<file path="config.mk">
export PLATFORM = sky130hd
export DESIGN_NAME = reg_bus_ctrl
export DESIGN_NICKNAME = d
export VERILOG_FILES = /design/src/rtl/reg_bus_ctrl.sv
export SDC_FILE = /design/constraint.sdc
export NUM_CORES = 1
export LEC_CHECK = 0
export CAP_MARGIN = 15
export CORE_ASPECT_RATIO = 0.5
export CORE_UTILIZATION = 48
export CTS_BUF_LIST = sky130_fd_sc_hd__clkbuf_16
export DETAILED_ROUTE_END_ITERATION = 10
export GPL_ROUTABILITY_DRIVEN = 0
export GPL_TIMING_DRIVEN = 0
export PLACE_DENSITY = 0.85
export SLEW_MARGIN = 40
export SYNTH_ARGS = -nofsm -noshare
export SYNTH_HDL_FRONTEND = slang
export SYNTH_SLANG_ARGS = --single-unit
</file>
<file path="constraint.sdc">
create_clock -name clk -period 2.5 [get_ports clk]
set_input_delay 0.375 -clock clk [delete_from_list [all_inputs] [get_ports clk]]
set_output_delay 0.375 -clock clk [all_outputs]
set_load 0.02 [all_outputs]
</file>
<file path="src/rtl/reg_bus_ctrl.sv">
// Register-bus initiator: sequences one-hot readA/readB/writeC strobes and D for one request at a time.
// Latency: WRITE 2, READ/MOVE 4, reject 1 cycle to rsp_valid; requests arriving while busy are ignored.
module reg_bus_ctrl #(
    parameter  int NREG = 8,
    parameter  int W    = 16,
    localparam int IW   = $clog2(NREG)
) (
    input  logic            clk,
    input  logic            rst_n,
    input  logic            req_valid,
    output logic            req_ready,
    input  logic [1:0]      req_op,
    input  logic [IW-1:0]   req_src_a,
    input  logic [IW-1:0]   req_src_b,
    input  logic [IW-1:0]   req_dst,
    input  logic [W-1:0]    req_data,
    output logic [NREG-1:0] readA,
    output logic [NREG-1:0] readB,
    output logic [NREG-1:0] writeC,
    output logic [W-1:0]    D,
    output logic [IW-1:0]   a_sel,
    output logic [IW-1:0]   b_sel,
    input  logic [W-1:0]    bus_a,
    input  logic [W-1:0]    bus_b,
    output logic            rsp_valid,
    output logic [W-1:0]    rsp_a,
    output logic [W-1:0]    rsp_b,
    output logic            rsp_err
);
    localparam logic [1:0] OP_READ  = 2'b00;
    localparam logic [1:0] OP_WRITE = 2'b01;
    localparam logic [1:0] OP_MOVE  = 2'b10;
    localparam int         NSLOT    = 1 << IW;
    // Bit i set when index i addresses a real register.
    localparam logic [NSLOT-1:0] IDX_OK = NSLOT'((1 << NREG) - 1);

    typedef enum logic [2:0] {
        S_IDLE, S_RDA, S_RDB, S_CAPA, S_CAPB, S_WR, S_RSP, S_ERR
    } state_t;

    state_t          state, nxt;
    logic [1:0]      op_q;
    logic [IW-1:0]   sa_q, sb_q, dst_q;
    logic [W-1:0]    data_q;
    logic            bad_idx;

    logic [1:0]      f_op;
    logic [IW-1:0]   f_sa, f_dst;
    logic [W-1:0]    f_data;

    logic [NREG-1:0] readA_d, readB_d, writeC_d;
    logic [W-1:0]    D_d, rsp_a_d, rsp_b_d;
    logic [IW-1:0]   a_sel_d, b_sel_d;
    logic            rsp_valid_d, rsp_err_d, req_ready_d;

    always_ff @(posedge clk or negedge rst_n) begin
        if (!rst_n) begin
            state  <= S_IDLE;
            op_q   <= '0;
            sa_q   <= '0;
            sb_q   <= '0;
            dst_q  <= '0;
            data_q <= '0;
        end else begin
            state <= nxt;
            if (state == S_IDLE && req_valid) begin
                op_q   <= req_op;
                sa_q   <= req_src_a;
                sb_q   <= req_src_b;
                dst_q  <= req_dst;
                data_q <= req_data;
            end
        end
    end

    always_comb begin
        bad_idx = 1'b0;
        case (req_op)
            OP_READ:  bad_idx = !IDX_OK[req_src_a] || !IDX_OK[req_src_b];
            OP_WRITE: bad_idx = !IDX_OK[req_dst];
            OP_MOVE:  bad_idx = !IDX_OK[req_src_a] || !IDX_OK[req_dst];
            default:  bad_idx = 1'b0;
        endcase
    end

    always_comb begin
        nxt = state;
        case (state)
            S_IDLE: begin
                if (req_valid) begin
                    if (req_op == 2'b11 || bad_idx) nxt = S_ERR;
                    else if (req_op == OP_WRITE)    nxt = S_WR;
                    else                            nxt = S_RDA;
                end
            end
            S_RDA:   nxt = (op_q == OP_MOVE) ? S_CAPA : S_RDB;
            S_RDB:   nxt = S_CAPB;
            S_CAPB:  nxt = S_RSP;
            S_CAPA:  nxt = S_WR;
            S_WR:    nxt = S_RSP;
            S_RSP:   nxt = S_IDLE;
            S_ERR:   nxt = S_IDLE;
            default: nxt = S_IDLE;
        endcase
    end

    // Outputs are registered, so their next values are derived from the next state;
    // in IDLE the request fields have not been latched yet and come straight from the port.
    always_comb begin
        f_op   = (state == S_IDLE) ? req_op    : op_q;
        f_sa   = (state == S_IDLE) ? req_src_a : sa_q;
        f_dst  = (state == S_IDLE) ? req_dst   : dst_q;
        f_data = (state == S_IDLE) ? req_data  : data_q;

        readA_d     = (nxt == S_RDA) ? (NREG'(1) << f_sa)  : '0;
        readB_d     = (nxt == S_RDB) ? (NREG'(1) << sb_q)  : '0;
        writeC_d    = (nxt == S_WR)  ? (NREG'(1) << f_dst) : '0;
        a_sel_d     = (nxt == S_RDA) ? f_sa : a_sel;
        b_sel_d     = (nxt == S_RDB) ? sb_q : b_sel;
        rsp_valid_d = (nxt == S_RSP) || (nxt == S_ERR);
        rsp_err_d   = (nxt == S_ERR);
        req_ready_d = (nxt == S_IDLE);

        D_d = D;
        if (nxt == S_WR) D_d = (f_op == OP_MOVE) ? bus_a : f_data;

        rsp_a_d = rsp_a;
        if (state == S_RDB || state == S_CAPA)      rsp_a_d = bus_a;
        else if (state == S_WR && op_q == OP_WRITE) rsp_a_d = data_q;

        rsp_b_d = (state == S_CAPB) ? bus_b : rsp_b;
    end

    always_ff @(posedge clk or negedge rst_n) begin
        if (!rst_n) begin
            readA     <= '0;
            readB     <= '0;
            writeC    <= '0;
            D         <= '0;
            a_sel     <= '0;
            b_sel     <= '0;
            rsp_valid <= 1'b0;
            rsp_err   <= 1'b0;
            rsp_a     <= '0;
            rsp_b     <= '0;
            req_ready <= 1'b1;
        end else begin
            readA     <= readA_d;
            readB     <= readB_d;
            writeC    <= writeC_d;
            D         <= D_d;
            a_sel     <= a_sel_d;
            b_sel     <= b_sel_d;
            rsp_valid <= rsp_valid_d;
            rsp_err   <= rsp_err_d;
            rsp_a     <= rsp_a_d;
            rsp_b     <= rsp_b_d;
            req_ready <= req_ready_d;
        end
    end
endmodule

</file>
## Word-level counts from Yosys, hierarchy flattened

Memories as Yosys holds them, arrays and structs flattened.
Cells that the tools add are included.

| operators by class | value |
|---|---|
| $lt $le $gt $ge | 3 |
| reductions and logical operators | 16 |
| muxes and demuxes | 19 |
| shift-type cells | 3 |
| equal/unequal tests | 18 |

Operators by type and width:

| operator | number |
|---|---|
| 2-to-1 mux 16 bit | 4 |
| 2-to-1 mux 8 bit | 3 |
| << shifter 1 x 3 -> 8 bit (first input constant) | 3 |
| == test 3 bit (second input constant) | 7 |
| one-hot mux 3 bit (6 select lines) | 1 |
| 2-to-1 mux 3 bit | 5 |
| < comparator 3 x 4 -> 1 bit (second input constant) | 3 |
| == test 3 x 2 -> 1 bit (second input constant) | 3 |
| == test 2 bit (second input constant) | 4 |
| == test 3 x 1 -> 1 bit (second input constant) | 2 |
| zero test 3 bit | 2 |
| logical OR 1 bit | 5 |
| == test 2 x 1 -> 1 bit (second input constant) | 2 |
| 2-to-1 mux 1 bit | 4 |
| OR reduction 2 bit | 2 |
| zero test 1 bit | 3 |
| one-hot mux 1 bit (3 select lines) | 1 |
| logical AND 1 bit | 2 |
| zero test 2 bit | 1 |
| 2-to-1 mux 2 bit | 1 |
| nonzero test 2 bit | 1 |

| word-level totals | value |
|---|---|
| word-level logic and storage cells | 79 |
| register bits after elaboration | 111 |
| input bits | 62 |
| output and inout port bits | 81 |
| memory bits (read-only) | 24 |
| memories | 3 |

Memories:

| memory | words | bits a word | rd ports | clocked after Yosys merged registers in | wr ports | line | text |
|---|---|---|---|---|---|---|---|
| (no name shown) | 8 | 1 | 1 | 0 | 0 | 81 | `OP_MOVE: bad_idx = !IDX_OK[req_src_a] \|\| !IDX_OK[req_dst];` |
| (no name shown) | 8 | 1 | 1 | 0 | 0 | 81 |  |
| (no name shown) | 8 | 1 | 1 | 0 | 0 | 79 | `OP_READ: bad_idx = !IDX_OK[req_src_a] \|\| !IDX_OK[req_src_b];` |

## Depth between registers and ports, before layout

Gate-level depths: netlist of the first run.

| depth | value |
|---|---|
| depth in word-level cells | 11 |
| mapped depth | 10 |
| gate-level depth less buffers | 8 |

## Worst setup path before layout of the first run

OpenSTA, ideal clock, no wires.

| timing | value |
|---|---|
| path type | flip-flop to flip-flop |
| start | register state[2] |
| end | register b_sel[0] |
| buffers on the path | 3 |
| stages on the path, launching flop included | 11 |
| path slack | 0.320 ns |
| clock period less this slack | 2.180 ns |
| library setup time | 0.125 ns |
| data required time | 2.375 ns |
| arrival time | 2.055 ns |
| path through | dfrtp_1 > buf_6 > inv_1 > ha_1 > buf_2 > nand2_1 > o22ai_1 > nand2_1 > a211oi_4 > buf_6 > mux2_4 |

| on the way | value |
|---|---|
| cells in the longest elaborated chain, start to end | 4 |
| elaborated cells on any way between the ends | 13 |
| classes of those cells | 8 x eq/ne; 2 x mux; 3 x reduce/logical |

Ends and longest elaborated chain:

| element | line | text |
|---|---|---|
| start: declaration | 41 | `state_t state, nxt;` |
| start signal: assignment | 65 | `state <= nxt;` |
| == test 3 bit | 88 | `case (state)` |
| OR reduction 2 bit (no source line) | -- |  |
| one-hot mux 3 bit (6 select lines) * | 88 |  |
| == test 3 x 2 -> 1 bit * | 119 | `b_sel_d = (nxt == S_RDB) ? sb_q : b_sel;` |
| end signal: assignment | 153 | `b_sel <= b_sel_d;` |
| end: declaration | 22 | `output logic [IW-1:0] b_sel,` |

Mark *: on every way between the ends. The rest lies on a longest branch, timed or not.
A chain may end at the register's enable or synchronous reset.

## Worst setup path after layout of the first run

Same ends and word-level chain as after synthesis.

==> metrics.cfg, run 1 <==
[status]
status=completed

[critical_path]
startpoint_type=flip-flop
cpMostUsedCell=buf_6
cp_cell_sequence=buf_6 > clkinvlp_4 > ha_2 > buf_2 > or2_2 > a211oi_4 > buf_6 > mux2_4
timing.rr.end=b_sel[0]
rr_startpoint=state[2]
max_stage_delay_ns=0.37
cp_top_family=buffers and inverters
critical_path.endpoint_type=flip-flop
crit_buf_inv=4
criticalPathCategory=reg -> reg
r2r_cells=8
worstPathRequired_ns=2.73
rrSetupSlack_ns=0.14
arrival_ns=2.59
critPathSlowestCell=dfrtp_1
crit_fanout=10

[logic_synthesis]
synth_top_family_by_area=multiplexers
synthXorXnorAreaFrac_pct=0
synth_edf_count=0
synthAdderAreaFrac_pct=0.761
synth_top_area_share_pct=55.8
synthArstFlopShare_pct=100
yosys.area.top_type=dfrtp_1
yosysSeqAreaShare_pct=56.3
synthCells=407
post-synth-top-count-cell=dfrtp_1
synth_compound_area_share_pct=11.0
yosys_most_used_dff=dfrtp_1
synthTopCellsByArea=dfrtp_1, mux2_2, mux2i_1
synthSimpleGateAreaFrac_pct=13.7
synth_cell_type_count=54
yosys_warnings=0
muxShareOfSynthArea_pct=14.5
syn_area_um2=4930
synth.ff_latch_count=111
avgSynthCellArea_um2=12.1
syn_nets=472
synth_top_cells_by_count=dfrtp_1, mux2_2, nand2_1

[global_route]
grt_use_total_pct=24.1
met1_usage_pct=28.5
met2_usage_pct=43.4
grt_first_pass_wirelength_mm=19.8
grt_most_used_layer=met2
grt_max_degree=71
grt_pass1_vias=3910
grt_overflow=0
antenna_found_initial=0
use_met3_pct=6.83

[finish]
final_core_util_pct=71.1
syn2layout_area_growth_pct=39.7
fill_cells=694
drive_gt1_share_pct=18.1
diodes=0
fin_nets=626

[flow_run]
max_cap_violations=0

[timing]
fmaxAchievable_ghz=0.424
fin_skew_ns=0.00516
setup_viol=0
worst-slew-pin-transition_ns=0.569
period_share_pct=94.4
rsz0062_at_grt=no
maxSlewViolCount=0
layout_min_cycle_time_ns=2.36
slew_headroom_pct=61.9
finalHoldViolCount=0
hold_slack_ns=0.482
setup_tns_ns=0

[clocking]
post-cts-setup-buffers=0
cts_sinks=111
htreeDepth=3
max-clock-path-buffers=2
insertion_delay_ns=0.34
cts_inserted_buffers=9
root_buffer=clkbuf_16
cts_tree=built
clkTransAtPathRegs_ns=0.07

[floorplan]
pin_count=143
die_area_um2=10700
die_x_um=145
start_util_pct=50.9
die_h_um=73.7
placementRows=25
fp.coreArea_um2=9700

[worst_hold_path]
whs_endpoint=rsp_a[9]
hold_class=reg -> reg
whs_path_depth=2
min-delay-start=rsp_a[9]

[drt]
via_per_inst=5.45
routed_wl_mm=12.2
drc_errors=0
route.antenna.remaining_nets=0
wl_per_cell_um=17.5
drtIter0Drc=226
dr.pass1.iters=5
via_count=3816

[power]
p_per_area_nw_per_um2=1380
power_mw=9.50
vdd_ir_drop_max_mv=0.860
p_leak_nw=2.94

[place]
hpwl_mm=8.61
io_buffers=141

[how the worst max path moves through the flow]
| stage | from | end | slack [ns] | cells past startpoint |
|---|---|---|---|---|
| 6_report | state[2] | b_sel[0] | 0.14 | 8 |
| 5_1_grt | state[2] | b_sel[0] | 0.03 | 10 |
| 4_1_cts | state[2] | b_sel[0] | 0.01 | 10 |
| 3_5_place_dp | state[2] | b_sel[0] | 0.05 | 10 |
| 3_3_place_gp | rst_n | rsp_a[13] | -3.12 | 1 |
| 2_1_floorplan | state[2] | b_sel[0] | 0.32 | 10 |
[registers in the layout (all words and copies together), names as in the netlist]
name,cells
op_q,2
state,3
sa_q,3
req_ready,1
writeC,8
rsp_valid,1
readA,8
dst_q,3
readB,8
data_q,16
rsp_a,16
rsp_b,16
D,16
a_sel,3
b_sel,3
rsp_err,1
sb_q,3
[layout by cell type, fill, tap and decap left out, types with 7 or more instances in the layout]
master             n
nand2_1           40
nor2_1            29
mux2i_1           19
dfrtp_1          110
clkdlybuf4s50_1  140
a31oi_1            9
mux2_2            44
nor3_1            11
o22ai_1           17
o21ai_0           19
inv_1              8
a21oi_1            7
o31ai_1           16
clkbuf_16          9
[tightest hold or removal path: cells and delay by family (launching register included)]
family             cells  cell delay [ns]
DFF                    1             0.35
and+or+nand+nor        1             0.04
AOI/OAI and AO/OA      1             0.06
[power breakdown]
part	leakage [nW]	switching [mW]	internal, mW	total, mW
sequential	1.39	0.496	2.56	3.05
clock	0.162	0.615	0.964	1.58
combinational	1.39	2.56	2.31	4.87
[cell families (layout without fill, tap and decap cells)]
logic type,Yosys count,in the layout
compound gates,77,77
flops,111,111
buf+inv,31,189
mux,65,65
fa+ha+maj,3,3
simple gates,120,120
[metal layers]
layer	part of all wire (%)	up-vias	wire (um)
met3	6.1	18	745
met2	51	136	6200
met1	42	1890	5090
li1	-	1772	-
met5	0	-	0
met4	1.6	0	195
[layout make-up]
class | count | area (um^2) | area share (%)
multi-input cells | 265 | 1970 | 28.6
clock buffers | 9 | 225 | 3.27
repair buffers | 143 | 1450 | 21.1
flip-flops and latches | 111 | 2780 | 40.3
well taps | 135 | 169 | 2.45
inverters | 10 | 43.8 | 0.635
plain buffers | 21 | 148 | 2.14
clock inverters | 6 | 101 | 1.47
[what timing repair did]
| item | CTS | global route |
|---|---|---|
| hold endpoints to repair | 40 | 0 |
| gates resized for setup | 0 | 2 |
| hold buffers | 1 | 0 |
| endpoints found under the setup margin | 0 | 6 |
[per-stage QoR]
stage,instance area (um^2),setup slack [ns],cells
after floorplan,4930,0.320,407
after global routing,6890,0.0257,700
final,6890,0.140,700
after CTS,6880,0.0144,700
after global placement,6520,-3.12,683
after detailed placement,6550,0.0518,684
Power figures use the tool's default switching activity.
==> inputs of run 2 (changes only) <==
--- a/config.mk
+++ b/config.mk
@@ -13,6 +13,7 @@
 export GPL_ROUTABILITY_DRIVEN = 0
 export GPL_TIMING_DRIVEN = 0
 export PLACE_DENSITY = 0.85
+export REMOVE_ABC_BUFFERS = 1
 export SLEW_MARGIN = 40
 export SYNTH_ARGS = -nofsm -noshare
 export SYNTH_HDL_FRONTEND = slang
==> metrics.cfg, run 2 (synthesized netlist as in run 1, its figures left out) <==
[status]
status=completed

[power]
power.share.clock_pct=17.3
comb_power_share_pct=50.2
p_leak_nw=2.89
p_switching_mw=3.68
p_per_area_nw_per_um2=1390
power_mw=9.54
p_int_mw=5.85
seq_power_share_pct=32.6
swShare_pct=38.6
vdd_ir_drop_max_mv=0.522

[timing]
finalHoldViolCount=0
period_share_pct=95.4
maxSlewViolCount=0
rsz0062_at_grt=no
setup_tns_ns=0
setup_viol=0
fin_skew_ns=0.00780
hold_slack_ns=0.479
fmaxAchievable_ghz=0.419
layout_min_cycle_time_ns=2.39
worst-slew-pin-transition_ns=0.767
slew_headroom_pct=48.7

[drt]
via_count=3709
route.antenna.remaining_nets=0
routed_wl_mm=11.8
dr.pass1.iters=4
via_per_inst=5.41
wl_per_cell_um=17.2
drtIter0Drc=173
drc_errors=0

[clocking]
root_buffer=clkbuf_16
max-clock-path-buffers=2
htreeDepth=3
insertion_delay_ns=0.35
cts_tree=built
cts_sinks=111
clkTransAtPathRegs_ns=0.07
cts_inserted_buffers=9

[finish]
instances_no_fill=685
final_core_util_pct=70.9
multi_input_area_um2=2000
syn2layout_area_growth_pct=39.3
seq_area_um2=2780
fin_nets=610
fill_cells=670
layout_common_cells=clkdlybuf4s50_1, dfrtp_1, mux2_2
diodes=0
final_common_cell=clkdlybuf4s50_1
drive_gt1_share_pct=17.6

[critical_path]
startpoint_type=flip-flop
crit_fanout=12
criticalPathCategory=reg -> reg
critical_path.endpoint_type=flip-flop
worstPathRequired_ns=2.74
arrival_ns=2.62

[floorplan]
placementRows=25
start_util_pct=50.9
die_x_um=145
die_area_um2=10700
pin_count=143
die_h_um=73.7
fp.coreArea_um2=9700

[flow_run]
max_cap_violations=0

[worst_hold_path]
hold_class=reg -> reg

[global_route]
grt_first_pass_wirelength_mm=18.8
grt_max_degree=59
grt_use_total_pct=22.7
antenna_found_initial=0
grt_overflow=0
grt_pass1_vias=3744

[place]
io_buffers=142
hpwl_mm=8.18
place_inst=666

## run 2: cell count changes in the layout (fill, tap and decap cells not counted), sizes merged
cell | previous run | this run
clkinvlp | 1 | 2
clkdlybuf4s50 | 140 | 141
clkbuf | 14 | 9
buf | 18 | 6
## run 2: cell type report
cell class	count	area share, %
clock buffer	9	3.28
clock inverter	7	1.75
inverter	10	0.637
multi-input combinational	265	29.1
sequential	111	40.5
tap	135	2.46
timing repair buffer	148	22.4
## run 2: worst paths after layout
check / start / to / slack, ns / cells past startpoint
min in group asynchronous: rst_n / sa_q[2] / 0.52 / 2
min reg2reg: rsp_a[1] / rsp_a[1] / 0.48 / 2
max reg2reg: state[2] / b_sel[2] / 0.11 / 9
max: state[2] / b_sel[2] / 0.11 / 9
max in group asynchronous: rst_n / req_ready / 1.34 / 3
min: rsp_a[1] / rsp_a[1] / 0.48 / 2
## run 2: power by group through the flow
stage                     combinational, mW  clock (mW)  sequential [mW]
after global placement                 4.42           0             3.07
after global routing                   5.13        1.73             3.22
after floorplan                        2.27           0             3.62
after CTS                              4.77        1.67             3.10
final                                  4.79        1.65             3.10
after detailed placement               4.64           0             3.13
## run 2: timing repair
| action | CTS | global route |
|---|---|---|
| hold buffers | 1 | 0 |
| setup buffers | 1 | 0 |
| pin swaps | 1 | 0 |
| endpoints found under the setup margin | 30 | 17 |
| hold endpoints to repair | 53 | 0 |
| gates resized for setup | 3 | 2 |
## run 2: metal layers
layer  global-route usage [%]  wire length, um
met5                        0                0
met4                     11.1              329
met3                     5.22              477
met2                     39.2             6030
met1                     27.7             4950
## run 2: per-stage QoR
stage | area [um^2] | setup slack, ns
6_report | 6880 | 0.114
5_1_grt | 6880 | 0.00685
4_1_cts | 6860 | 0.0437
3_5_place_dp | 6470 | -0.276
3_3_place_gp | 6380 | -3.10
2_1_floorplan | 4790 | -0.0224
## run 2: critical path, stage by stage, from the launching register on
cell and delay, ns:
dfrtp_2 0.52, clkinvlp_4 0.28, ha_4 0.28, nor2b_4 0.13, a311oi_4 0.07, nor2_4 0.22
inv_4 0.08, a211oi_4 0.20, buf_12 0.16, mux2_2 0.32
==> inputs of run 3 (changes only) <==
--- a/config.mk
+++ b/config.mk
@@ -10,7 +10,6 @@
 export CORE_UTILIZATION = 48
 export CTS_BUF_LIST = sky130_fd_sc_hd__clkbuf_16
 export DETAILED_ROUTE_END_ITERATION = 10
-export GPL_ROUTABILITY_DRIVEN = 0
 export GPL_TIMING_DRIVEN = 0
 export PLACE_DENSITY = 0.85
 export REMOVE_ABC_BUFFERS = 1
==> results of run 3 <==
Final layout, timing and power as in run 2 (identical DEF).
==> patch, RTL diff (flow settings as in run 3) <==
Encoding of `state_t`: now one-hot (8 bits for 8 states).
--- a/src/rtl/reg_bus_ctrl.sv
+++ b/src/rtl/reg_bus_ctrl.sv
@@ -34,8 +34,8 @@
     // Bit i set when index i addresses a real register.
     localparam logic [NSLOT-1:0] IDX_OK = NSLOT'((1 << NREG) - 1);
 
-    typedef enum logic [2:0] {
-        S_IDLE, S_RDA, S_RDB, S_CAPA, S_CAPB, S_WR, S_RSP, S_ERR
+    typedef enum logic [7:0] {
+        S_IDLE = 8'b00000001, S_RDA = 8'b00000010, S_RDB = 8'b00000100, S_CAPA = 8'b00001000, S_CAPB = 8'b00010000, S_WR = 8'b00100000, S_RSP = 8'b01000000, S_ERR = 8'b10000000
     } state_t;
 
     state_t          state, nxt;
Check against the original RTL: no difference found for any inputs over 10 cycles, from zero or initial values and one cycle with rst_n low; not proved beyond that.
==> patch against run 3 <==
Worst setup slack improved by 0.13 ns; design area rose by 5.6%; combinational power fell by 25%; global-route usage barely moved; die area rose by 2.0%; total power fell by 5.9%; maximum frequency rose by 5.5%; non-clock buffer count rose by 2; routed wire length fell by 1.2%; largest cell class unchanged; sequential cell count rose by 4; area after synthesis rose by 2.0%; sequential share of layout area fell by 0.77 points.
==> patch: results (changes against run 3) <==
Setup path
  – Critical R2R Launch: state[1]$_DFF_PN0_ (was state[2]$_DFF_PN0_)
  – R2R cell count: 5 (was 9)
  – Critical Path AT: 2.54 ns (was 2.62 ns)
  – Crit path max fanout: 18 (was 12)
  – Worst r2r dst: D[9]$_DFFE_PN0N_ (was b_sel[2]$_DFFE_PN0N_)

Drt
  – Metal-1 WL: 5120 um (was 4950 um)
  – DR WL met2: 5890 um (was 6030 um)
  – Met3 WL: 514 um (was 477 um)
  – Vias/cell: 5.31 (was 5.41)
  – Initial DRC count: 164 (was 173)
  – Pre-Repair DR Iteration Count: 5 (was 4)
  – Post-Route WL: 11700 um (was 11800 um)

Pwr
  – Gate power share: 0.399 (was 0.502)
  – Sw frac: 0.335 (was 0.386)
  – Peak supply drop: 646 uV (was 522 uV)

Hold path
  – Worst hold path class: primary input to async pin (was flip-flop to flip-flop)

Global route
  – First-pass GRT wire length: 18400 um (was 18800 um)
  – Tot GR Track Use: 0.228 (was 0.227)
  – Vias in the first global route: 3549 (was 3744)
  – Largest net degree at the start of global routing: 62 (was 59)

Layout
  – Layout cell share with drive strength beyond 1: 0.196 (was 0.176)
  – Final #Nets: 586 (was 610)

Yosys
  – Synth Area in Compound Gates: 0.0676 (was 0.110)
  – Mux contribution to synthesized area: 0.248 (was 0.145)
  – Synth Area in XOR/XNOR: 0.00348 (was 0)
  – Synth Instances: 374 (was 407)
  – Top cells by area, synth: dfrtp_1 56%, mux2_2 12%, mux2i_1 11%, a22o_1 2.8%, a21o_1 2.4% (was dfrtp_1 56%, mux2_2 10%, mux2i_1 3.9%, nand2_1 3.0%, o31ai_1 2.4%)
  – Most instantiated cells after synthesis: 113 x dfrtp_1, 55 x mux2i_1, 53 x mux2_2, 25 x nor2_1 (was 110 x dfrtp_1, 44 x mux2_2, 40 x nand2_1, 29 x nor2_1)
  – Post-synth cell types: 42 (was 54)

Clock network
  – CTS Buf Count: 17 (was 9)
  – H-tree Lvls: 4 (was 3)
  – Clk Latency, worst-skew pair: 0.41 ns (was 0.35 ns)

Placed design
  – Post-place setup slack: -0.197 ns (was -0.276 ns)
  – DPL Wire Length: 7510 um (was 8180 um)
  – Placed insts: 635 (was 666)
  – GPL Wtd Cong: 0.739 (was 0.813)

STA
  – Clk_skew: 0.00830 ns (was 0.00780 ns)
  – Relative slew slack: 0.472 (was 0.487)

Run status
  – Status: finished, final reports clean (unchanged)
-- patch: area by class of cell --
cell class | instances | area (um^2) | area share
inverters | 3 | 16.3 | 0.00224
multi-input cells | 237 | 2070 | 0.285
well taps | 135 | 169 | 0.0233
clock inverters | 15 | 166 | 0.0229
repair buffers | 150 | 1530 | 0.211
flip-flops and latches | 115 | 2880 | 0.397
clock buffers | 17 | 425 | 0.0586
-- patch: critical path, cell delays in order (launching register included) --
cell,delay (ns)
dfrtp_1,0.43
nor4_2,0.57
nand2_1,0.15
o22a_1,0.38
clkinv_4,0.24
mux2_1,0.36
-- patch: how the worst max path moves through the flow --
stage                             from  cells after the start  slack, ns                     to
CTS                 state[1]$_DFF_PN0_                      5       0.23       D[9]$_DFFE_PN0N_
finish              state[1]$_DFF_PN0_                      5       0.24       D[9]$_DFFE_PN0N_
floorplan           state[4]$_DFF_PN0_                      3       0.16  data_q[0]$_DFFE_PN0P_
global route        state[1]$_DFF_PN0_                      5       0.09      D[14]$_DFFE_PN0N_
global placement                 rst_n                      1      -3.28      D[12]$_DFFE_PN0N_
detailed placement  state[4]$_DFF_PN0_                      5      -0.20       D[2]$_DFFE_PN0N_
-- patch: per-stage QoR --
step	TNS, ns	total power [W]	area [um^2]	hold WS, ns
after floorplan	0	0.00504	4940	0.0794
final	0	0.00897	7260	0.481
after global routing	0	0.00942	7260	0.492
after CTS	0	0.00903	7260	0.481
after global placement	-391.97	0.00637	6530	0.468
after detailed placement	-2.90	0.00651	6620	0.345
-- patch: repair_timing --
action	4_1_cts	5_1_grt
setup buffers	4	0
gates resized for setup	3	0
endpoints found under the setup margin	32	0
hold buffers	1	0
endpoints found under the hold margin	58	0
-- patch: per-layer routing --
layer	GRT usage	up-vias
met2	0.395	108
met1	0.278	1786
met4	0.106	0
li1	-	1663
met3	0.0515	11
met5	0	-
